==> src/rtl/sram_pingpong_arb.sv <==
// ---------------------------------------------------------------------------
// sram_pingpong_arb
//
// Ping-pong frame buffer controller in front of one single-port SRAM that
// holds two frame banks. A raster-order write stream fills the write bank
// while a random-access reader consumes the other (read) bank. When the
// write bank is full and the reader has released its frame, the banks swap.
// Only one SRAM access happens per cycle. A round-robin pointer arbitrates
// between the writer and the reader when both want the SRAM in the same cycle.
//
// Parameters
//   WD     data / pixel width
//   FRAME  words per frame bank (power of two)
//   WF     frame-local address width; the SRAM address is WF+1 bits wide
//
// Ports
//   clk_i            clock, all logic on the rising edge
//   rstn_i           synchronous active-low reset
//   wr_vld_i         write stream pixel valid
//   wr_rdy_o         write pixel accepted this cycle (write grant)
//   wr_data_i        write stream pixel, raster order
//   rd_req_i         reader access request
//   rd_addr_i        reader frame-local address
//   rd_gnt_o         reader request granted this cycle
//   rd_data_o        read data, valid while rd_dvld_o is high
//   rd_dvld_o        read data valid, one cycle after rd_gnt_o
//   rd_frame_done_i  one-cycle pulse: reader finished with the read frame
//   frm_rdy_o        read bank holds a complete frame
//   bank_sel_o       current write bank (read bank is the other one)
//   mem_cs_o         SRAM chip select
//   mem_we_o         SRAM write enable
//   mem_addr_o       SRAM address {bank, local address}
//   mem_din_o        SRAM write data
//   mem_dout_i       SRAM read data, valid the cycle after a read access
// ---------------------------------------------------------------------------
module sram_pingpong_arb #(
    parameter int WD    = 8,
    parameter int FRAME = 256 * 256,
    parameter int WF    = $clog2(FRAME)
) (
    input  logic          clk_i,
    input  logic          rstn_i,

    input  logic          wr_vld_i,
    output logic          wr_rdy_o,
    input  logic [WD-1:0] wr_data_i,

    input  logic          rd_req_i,
    input  logic [WF-1:0] rd_addr_i,
    output logic          rd_gnt_o,
    output logic [WD-1:0] rd_data_o,
    output logic          rd_dvld_o,
    input  logic          rd_frame_done_i,

    output logic          frm_rdy_o,
    output logic          bank_sel_o,

    output logic          mem_cs_o,
    output logic          mem_we_o,
    output logic [WF:0]   mem_addr_o,
    output logic [WD-1:0] mem_din_o,
    input  logic [WD-1:0] mem_dout_i
);

    // Counter is one bit wider than the local address so it can hold FRAME.
    localparam int            CNT_W    = WF + 1;
    localparam logic [WF:0]   CNT_LAST = CNT_W'(FRAME - 1);

    // Write-side state: filling the write bank, or holding a full bank
    // until the reader releases the other one.
    typedef enum logic {
        ST_FILL = 1'b0,
        ST_FULL = 1'b1
    } wstate_e;

    // -----------------------------------------------------------------------
    // Registered state
    // -----------------------------------------------------------------------
    wstate_e     wstate_q, wstate_d;
    logic [WF:0] wcnt_q, wcnt_d;
    logic        bank_sel_q, bank_sel_d;
    logic        frm_rdy_q, frm_rdy_d;
    logic        rd_dvld_q, rd_dvld_d;
    // Contention pointer: 0 = reader wins the next tie, 1 = writer wins it.
    logic        wr_prio_q, wr_prio_d;

    // -----------------------------------------------------------------------
    // Arbitration (combinational from registered state and inputs)
    // -----------------------------------------------------------------------
    logic wr_elig;
    logic rd_elig;
    logic wr_gnt;
    logic rd_gnt;
    logic swap;

    always_comb begin
        wr_elig = 1'b0;
        rd_elig = 1'b0;
        wr_gnt  = 1'b0;
        rd_gnt  = 1'b0;

        if (rstn_i) begin
            wr_elig = wr_vld_i && (wstate_q == ST_FILL);
            rd_elig = rd_req_i && frm_rdy_q;
        end

        if (wr_elig && rd_elig) begin
            wr_gnt = wr_prio_q;
            rd_gnt = !wr_prio_q;
        end else begin
            wr_gnt = wr_elig;
            rd_gnt = rd_elig;
        end
    end

    // A full bank swaps only once the reader has released its frame. Both
    // terms are registered, so a write that just completed the frame, or a
    // frame-done pulse in this cycle, can only take effect one cycle later.
    assign swap = (wstate_q == ST_FULL) && !frm_rdy_q;

    // -----------------------------------------------------------------------
    // Next-state logic
    // -----------------------------------------------------------------------
    always_comb begin
        wstate_d   = wstate_q;
        wcnt_d     = wcnt_q;
        bank_sel_d = bank_sel_q;
        frm_rdy_d  = frm_rdy_q;
        wr_prio_d  = wr_prio_q;
        rd_dvld_d  = rd_gnt;

        case (wstate_q)
            ST_FILL: begin
                if (wr_gnt) begin
                    wcnt_d = wcnt_q + 1'b1;
                    if (wcnt_q == CNT_LAST) begin
                        wstate_d = ST_FULL;
                    end
                end
            end
            ST_FULL: begin
                if (swap) begin
                    wstate_d   = ST_FILL;
                    wcnt_d     = '0;
                    bank_sel_d = !bank_sel_q;
                end
            end
            default: begin
                wstate_d = ST_FILL;
            end
        endcase

        // Swap and frame release are exclusive: swap needs frm_rdy_q low,
        // release needs it high.
        if (swap) begin
            frm_rdy_d = 1'b1;
        end else if (rd_frame_done_i && frm_rdy_q) begin
            frm_rdy_d = 1'b0;
        end

        // Move the pointer only when both sides actually contended.
        if (wr_elig && rd_elig) begin
            wr_prio_d = rd_gnt;
        end
    end

    // -----------------------------------------------------------------------
    // State registers
    // -----------------------------------------------------------------------
    always_ff @(posedge clk_i) begin
        if (!rstn_i) begin
            wstate_q   <= ST_FILL;
            wcnt_q     <= '0;
            bank_sel_q <= 1'b0;
            frm_rdy_q  <= 1'b0;
            rd_dvld_q  <= 1'b0;
            wr_prio_q  <= 1'b0;
        end else begin
            wstate_q   <= wstate_d;
            wcnt_q     <= wcnt_d;
            bank_sel_q <= bank_sel_d;
            frm_rdy_q  <= frm_rdy_d;
            rd_dvld_q  <= rd_dvld_d;
            wr_prio_q  <= wr_prio_d;
        end
    end

    // -----------------------------------------------------------------------
    // SRAM port
    // -----------------------------------------------------------------------
    always_comb begin
        mem_cs_o   = wr_gnt || rd_gnt;
        mem_we_o   = wr_gnt;
        mem_din_o  = wr_data_i;
        mem_addr_o = '0;
        if (wr_gnt) begin
            mem_addr_o = {bank_sel_q, wcnt_q[WF-1:0]};
        end else if (rd_gnt) begin
            mem_addr_o = {!bank_sel_q, rd_addr_i};
        end
    end

    // -----------------------------------------------------------------------
    // Stream-side outputs
    // -----------------------------------------------------------------------
    assign wr_rdy_o   = wr_gnt;
    assign rd_gnt_o   = rd_gnt;
    assign rd_dvld_o  = rd_dvld_q;
    // The SRAM registers its address, so its output already lines up with
    // rd_dvld_o one cycle after the grant.
    assign rd_data_o  = mem_dout_i;
    assign frm_rdy_o  = frm_rdy_q;
    assign bank_sel_o = bank_sel_q;

endmodule

==> config.mk <==
export PLATFORM = sky130hd
export DESIGN_NAME = sram_pingpong_arb
export DESIGN_NICKNAME = d
export VERILOG_FILES = /design/src/rtl/sram_pingpong_arb.sv
export SDC_FILE = /design/constraint.sdc
export NUM_CORES = 1
export LEC_CHECK = 0
export ABC_AREA = 1
export ABC_CLOCK_PERIOD_IN_PS = 2100
export BUFFER_PORTS_ARGS = -buffer_cell sky130_fd_sc_hd__buf_2
export CAP_MARGIN = 25
export CORE_UTILIZATION = 46
export DETAILED_ROUTE_END_ITERATION = 8
export MAX_ROUTING_LAYER = met4
export PLACE_DENSITY_LB_ADDON = 0.12
export SLEW_MARGIN = 20
export SYNTH_ARGS = -nofsm -noshare
export SYNTH_HDL_FRONTEND = slang
export SYNTH_SLANG_ARGS = --single-unit
==> constraint.sdc <==
create_clock -name clk_i -period 2.1 [get_ports clk_i]
set_clock_uncertainty 0.1 [all_clocks]
set_input_delay 0.42 -clock clk_i [delete_from_list [all_inputs] [get_ports clk_i]]
set_output_delay 0.42 -clock clk_i [all_outputs]
set_load 0.005 [all_outputs]
# Word-level counts from Yosys, hierarchy flattened
# Cells that the tools add are included.
# totals
in_bits	37
register_bits	22
word_cells	38
out_inout_bits	40
# op_classes
muxes	15
n_addsub	1
n_bitwise	1
n_eq_ne	3
n_reduce_logical	12
# ops
cell	count
17-bit 2-to-1 mux	4
17-bit case mux with 2 select lines	1
17-bit by 1-bit adder with 17-bit output, second input constant	1
17-bit by 16-bit equality test with 1-bit output, second input constant	1
1-bit 2-to-1 mux	9
1-bit logical AND	5
2-bit AND reduction	2
1-bit zero test	3
2-bit by 1-bit inequality test with 1-bit output, second input constant	1
2-bit inequality test, second input constant	1
1-bit case mux with 2 select lines	1
2-bit nonzero test	1
1-bit logical OR	1
1-bit NOT	1

# Depth between registers and ports, before layout
# depth
ltp_word	7
ltp_mapped	9

# Least setup slack after synthesis
# No wires, ideal clock.
# synth_path
path_kind	flip-flop to flip-flop
start	register wcnt_q[0]
end	register wcnt_q[16]
path_buffers	0
stages_incl_launch_ff	9
t_arrival_ps	1578
period_less_slack_ps	1748
slack_ps	352
t_required_ps	1930
path_cell_list	dfxtp_1 > ha_1 > nand2_1 > nor2_1 > nand2_1 > nor4_1 > ha_1 > or2_1 > a21oi_1
# synth_via
elab_chain_len	3
# synth_lines
item	line	text
from (decl)	80	logic [WF:0] wcnt_q, wcnt_d;
from (signal assigned)	180	wcnt_q <= wcnt_d;
17-bit by 1-bit adder with 17-bit output	135	wcnt_d = wcnt_q + 1'b1;
17-bit 2-to-1 mux	134	if (wr_gnt) begin
17-bit case mux with 2 select lines	132	case (wstate_q)
# Every way passes these cells. The select of a mux whose other input is x is not followed.
# A chain may end at the register's enable or synchronous reset.

# Worst setup path after layout
# layout_path
start	register wstate_q
end	output port mem_addr_o[8]
# layout_via
elab_chain_len	7
elab_cells_between_ends	8
# layout_lines
item	line	text
from (decl)	79	wstate_e wstate_q, wstate_d;
from (signal assigned)	179	wstate_q <= wstate_d;
1-bit NOT (*)	--	
1-bit logical AND (*)	103	wr_elig = wr_vld_i && (wstate_q == ST_FILL);
1-bit 2-to-1 mux (*)	102	if (rstn_i) begin
1-bit logical AND	107	if (wr_elig && rd_elig) begin
1-bit 2-to-1 mux	107	
17-bit 2-to-1 mux	198	end else if (rd_gnt) begin
17-bit 2-to-1 mux (*)	196	if (wr_gnt) begin
to (decl)	60	output logic [WF:0] mem_addr_o,
# Every way passes the cells marked *; elsewhere a longest branch is shown, timed or not.

==> Flow_metrics.wiki <==
{| class="wikitable"
! Metric !! Value
|-
| Fraction of final layout cells sized beyond drive strength 1 || 0.2956
|-
| Worst Setup Start Kind || register
|-
| Number of diodes added for antenna fixing || 0
|-
| Register area || 444.2 um2
|-
| Final WL || 3409 um
|-
| Post-synth EDFFs || 0
|-
| Routed vias || 1502
|-
| Cell at the root of the clock tree || sky130_fd_sc_hd__clkbuf_4
|-
| Status || complete, no violations
|-
| Post-route fraction of the period consumed by the critical path || 0.9577
|-
| Kind of end point of the critical path || output port
|-
| Relative contribution of sequential cells to total power || 0.509
|-
| Minimum period implied by the final worst setup slack || 2011 ps
|-
| Dominant cell type by count on the critical path || sky130_fd_sc_hd__nand3_4
|-
| Hold Crit Class || in -> reg
|-
| Clock Path Buffers || 2
|-
| Cell-by-cell trace of the critical path || inv_2 -> nand3_4 -> nor2_4 -> nand2_2 -> nand3_4 -> inv_8 -> nand2_1 -> o21ai_0 -> buf_2
|-
| Max Clk Rate || 497.2 MHz
|-
| Net Sw Frac || 0.2233
|-
| Net Sw Power || 184.2 uW
|-
| WS Path Type || reg -> out
|-
| Unrepaired setup endpoints after global routing || true
|-
| CP max FO || 17
|-
| GPL Wtd Cong || 0.8157
|-
| Post-route design area || 1755 um2
|-
| Clock share of power || 0.406
|-
| Synthesized Nets || between 200 and 300
|-
| Clock buffers created by TritonCTS || 3
|-
| Number of fillers in the final layout || 321
|-
| Total design power || 824.8 uW
|-
| First-pass DRT Iterations || 4
|-
| Count of buffers added by post-CTS timing repair for setup || 0
|-
| Clock slew at reported path FFs || about 140 ps
|-
| Final-stage net count || 314
|-
| Number of antenna violations at the first check in global routing || 0
|-
| Post-synthesis sequential area ratio || 0.2841
|-
| Share of Yosys cell area claimed by the top area cell type || 0.2841
|-
| Number of nets still failing antenna checks after routing || 0
|-
| Placed instance area || 1682 um2
|-
| Max Transition Viols Final || 0
|-
| Headroom to the max-slew limit || 0.6209
|-
| Slew at the pin closest to its max-slew limit || 568.0 ps
|-
| Y dimension of the die || 60.05 um
|-
| Ports || 77
|-
| Fin util || 0.5612
|-
| Area growth, synth to finish || 13.24%
|-
| Cts-stage hold buffer count || 0
|-
| Primary FF master, synth || sky130_fd_sc_hd__dfxtp_1
|-
| Horizontal extent of the die || 60.05 um
|-
| Placement Rows || 20
|-
| Worst EP required || 1580 ps
|-
| Placed instance count || 314
|-
| Total GRT Usage || 0.2131
|-
| Vias in the first global route || 1306
|-
| IO Port Bufs || 44
|-
| Most area-consuming cells after synthesis || sky130_fd_sc_hd__dfxtp_1, sky130_fd_sc_hd__nand2_1, sky130_fd_sc_hd__buf_4
|-
| Largest net degree at the start of global routing || 22
|-
| Clock H-tree levels || 1
|-
| Syn Area/Cell || around 6.4 um2
|-
| Global-route wire length before repair || between 5000 and 6000 um
|-
| Pwr per Cell Area || 469.9 nW/um2
|-
| CTS tree || built
|-
| Core Area || approximately 3100 um2
|-
| Count of state elements after synthesis || 22
|-
| Die Outline Area || 3606 um2
|-
| Number of design rule violations left after detail routing || 0
|-
| Cell accounting for the most synthesized area || sky130_fd_sc_hd__dfxtp_1
|-
| Number of vias per cell after detailed routing || 4.723
|-
| Stage delay of the slowest cell on the critical path || 380 ps
|-
| Final routed wire length divided by cell count || 10.72 um
|-
| Combined area of the multi-input logic cells || 844.6 um2
|-
| Number of endpoints failing setup at the final stage || 0
|-
| Count of clock tree sinks || 22
|-
| Cell type of the slowest stage on the worst timing path || sky130_fd_sc_hd__dfxtp_1
|-
| Synth Instances || between 200 and 250
|-
| Non-filler instance count after layout || 318
|-
| Internal Power || 640.6 uW
|-
| Final HPWL from detailed placement || 2512 um
|-
| Starting DRC count in detailed routing || 60
|-
| Cell Area, Synth || 1550 um2
|-
| Final hold violation count || 0
|-
| Number of warnings issued by yosys || 0
|-
| Distinct cells, synth || 31
|-
| Sum of overflow across all layers after global routing || 0
|-
| Power share of the combinational group || 0.085
|-
| Share of flip-flops with an asynchronous set or reset || 0
|-
| Maximum capacitance violations || 0
|-
| Worst-case vdd ir drop || about 0.21 mV
|-
| Leakage power summed over all cells || 0.7966 nW
|-
| Critical path arrival || between 1000 and 1500 ps
|-
| Worst-skew pair later-pin latency || 320 ps
|-
| Initial Utilization || 0.4956
|}
==> synthesized netlist by cell type, types with 2 or more instances <==
cell and count:
sky130_fd_sc_hd__a21oi_1 14, sky130_fd_sc_hd__buf_2 3, sky130_fd_sc_hd__buf_4 19, sky130_fd_sc_hd__dfxtp_1 22, sky130_fd_sc_hd__ha_1 2, sky130_fd_sc_hd__inv_1 18
sky130_fd_sc_hd__inv_2 3, sky130_fd_sc_hd__nand2_1 70, sky130_fd_sc_hd__nand2_2 10, sky130_fd_sc_hd__nand3_1 9, sky130_fd_sc_hd__nor2_1 36, sky130_fd_sc_hd__nor2_2 5
sky130_fd_sc_hd__nor3_1 2, sky130_fd_sc_hd__o21ai_0 11, sky130_fd_sc_hd__o21ai_2 3, sky130_fd_sc_hd__o22ai_1 2
==> per-layer routing <==
metal | up-vias | share of wire | track usage
met5 | - | 0 | -
met4 | 0 | 0.013 | 0.08306
met3 | 5 | 0.036 | 0.02165
met2 | 42 | 0.43 | 0.3365
met1 | 650 | 0.52 | 0.2791
li1 | 805 | - | -
==> path summary, 6_finish.rpt <==
check / start / end / slack (ps) / cells after the start
max: wstate_q / mem_addr_o[8] / 90 / 9
min: rd_frame_done_i / frm_rdy_o / 280 / 3
max reg2reg: wcnt_q[1] / wcnt_q[16] / 250 / 8
min reg2reg: wcnt_q[16] / wcnt_q[16] / 370 / 2
==> cells by family (layout without fill, tap and decap cells) <==
kind of cell | after synthesis | after routing | share of synthesized area
buffers and inverters | 47 | 77 | 0.1792
flip-flops | 22 | 22 | 0.2841
adder cells (fa/ha/maj) | 2 | 2 | 0.01614
XOR/XNOR | 1 | 1 | 0.005651
AND/OR/NAND/NOR | 140 | 140 | 0.4011
AO/OA/AOI/OAI | 32 | 32 | 0.1138
==> sequential cells by signal, summed over array words and instances, names as in the netlist <==
name	count
wcnt_q	17
rd_dvld_o	1
wr_prio_q	1
wstate_q	1
bank_sel_o	1
frm_rdy_o	1
==> critical path, delay by kind of cell, from the launching register on <==
family / cells / cell delay (ps)
flops: 1 / 380
simple gates: 5 / 370
buf+inv: 3 / 340
compound gates: 1 / 70
==> through the flow <==
| stage | hold slack, ps | worst slack, ps | setup TNS [ps] |
|---|---|---|---|
| after floorplan | 343.9 | 352.0 | 0 |
| after global placement | 356.3 | 233.0 | 0 |
| after detailed placement | 356.3 | 206.6 | 0 |
| after CTS | 266.6 | 36.57 | 0 |
| after global routing | 276.0 | -70.82 | -385.1 |
| final | 276.7 | 88.78 | 0 |
==> cell usage in the layout (no fill, tap or decap) <==
| cell | instances |
|---|---|
| sky130_fd_sc_hd__o21ai_2 | 3 |
| sky130_fd_sc_hd__dfxtp_1 | 21 |
| sky130_fd_sc_hd__nand2_4 | 1 |
| sky130_fd_sc_hd__nor3_1 | 2 |
| sky130_fd_sc_hd__o21ai_1 | 1 |
| sky130_fd_sc_hd__nand4_1 | 1 |
| sky130_fd_sc_hd__nand2_1 | 70 |
| sky130_fd_sc_hd__xor2_1 | 1 |
| sky130_fd_sc_hd__inv_1 | 18 |
| sky130_fd_sc_hd__nand3_1 | 9 |
| sky130_fd_sc_hd__nor2_4 | 2 |
| sky130_fd_sc_hd__and2_1 | 1 |
| sky130_fd_sc_hd__clkinv_1 | 1 |
| sky130_fd_sc_hd__nor2_2 | 4 |
| sky130_fd_sc_hd__inv_2 | 3 |
| sky130_fd_sc_hd__nand3_4 | 2 |
| sky130_fd_sc_hd__clkbuf_4 | 3 |
| sky130_fd_sc_hd__o22ai_1 | 2 |
| sky130_fd_sc_hd__a21oi_1 | 14 |
| sky130_fd_sc_hd__buf_4 | 6 |
| sky130_fd_sc_hd__nand2_2 | 10 |
| sky130_fd_sc_hd__buf_2 | 44 |
| sky130_fd_sc_hd__nor4_1 | 1 |
| sky130_fd_sc_hd__o21a_1 | 1 |
| sky130_fd_sc_hd__ha_1 | 2 |
| sky130_fd_sc_hd__or2_1 | 1 |
| sky130_fd_sc_hd__o21ai_0 | 11 |
| sky130_fd_sc_hd__inv_8 | 1 |
| sky130_fd_sc_hd__nor2_1 | 36 |
| sky130_fd_sc_hd__dfxtp_4 | 1 |
| sky130_fd_sc_hd__bufinv_16 | 1 |
==> power groups by stage <==
stage                     combinational, mW  clock (mW)  sequential (mW)
after floorplan                      0.0632           0            0.430
after global placement               0.0682           0            0.431
after detailed placement             0.0684           0            0.431
after CTS                            0.0688       0.342            0.422
after global routing                 0.0789       0.357            0.421
final                                0.0698       0.335            0.420
==> repair_timing <==
action / CTS / global route
cloned: 0 / 0
setup endpoints to repair: 16 / 16
gates resized for setup: 2 / 4
==> cell type report <==
type,instances,share of cell area
inverters,23,0.05346
clock buffers,3,0.01283
repair buffers,50,0.1511
clock inverters,1,0.01711
flip-flops and latches,22,0.2530
well taps,44,0.03136
multi-input cells,175,0.4811
No activity file was read; power rests on OpenSTA's default activity.
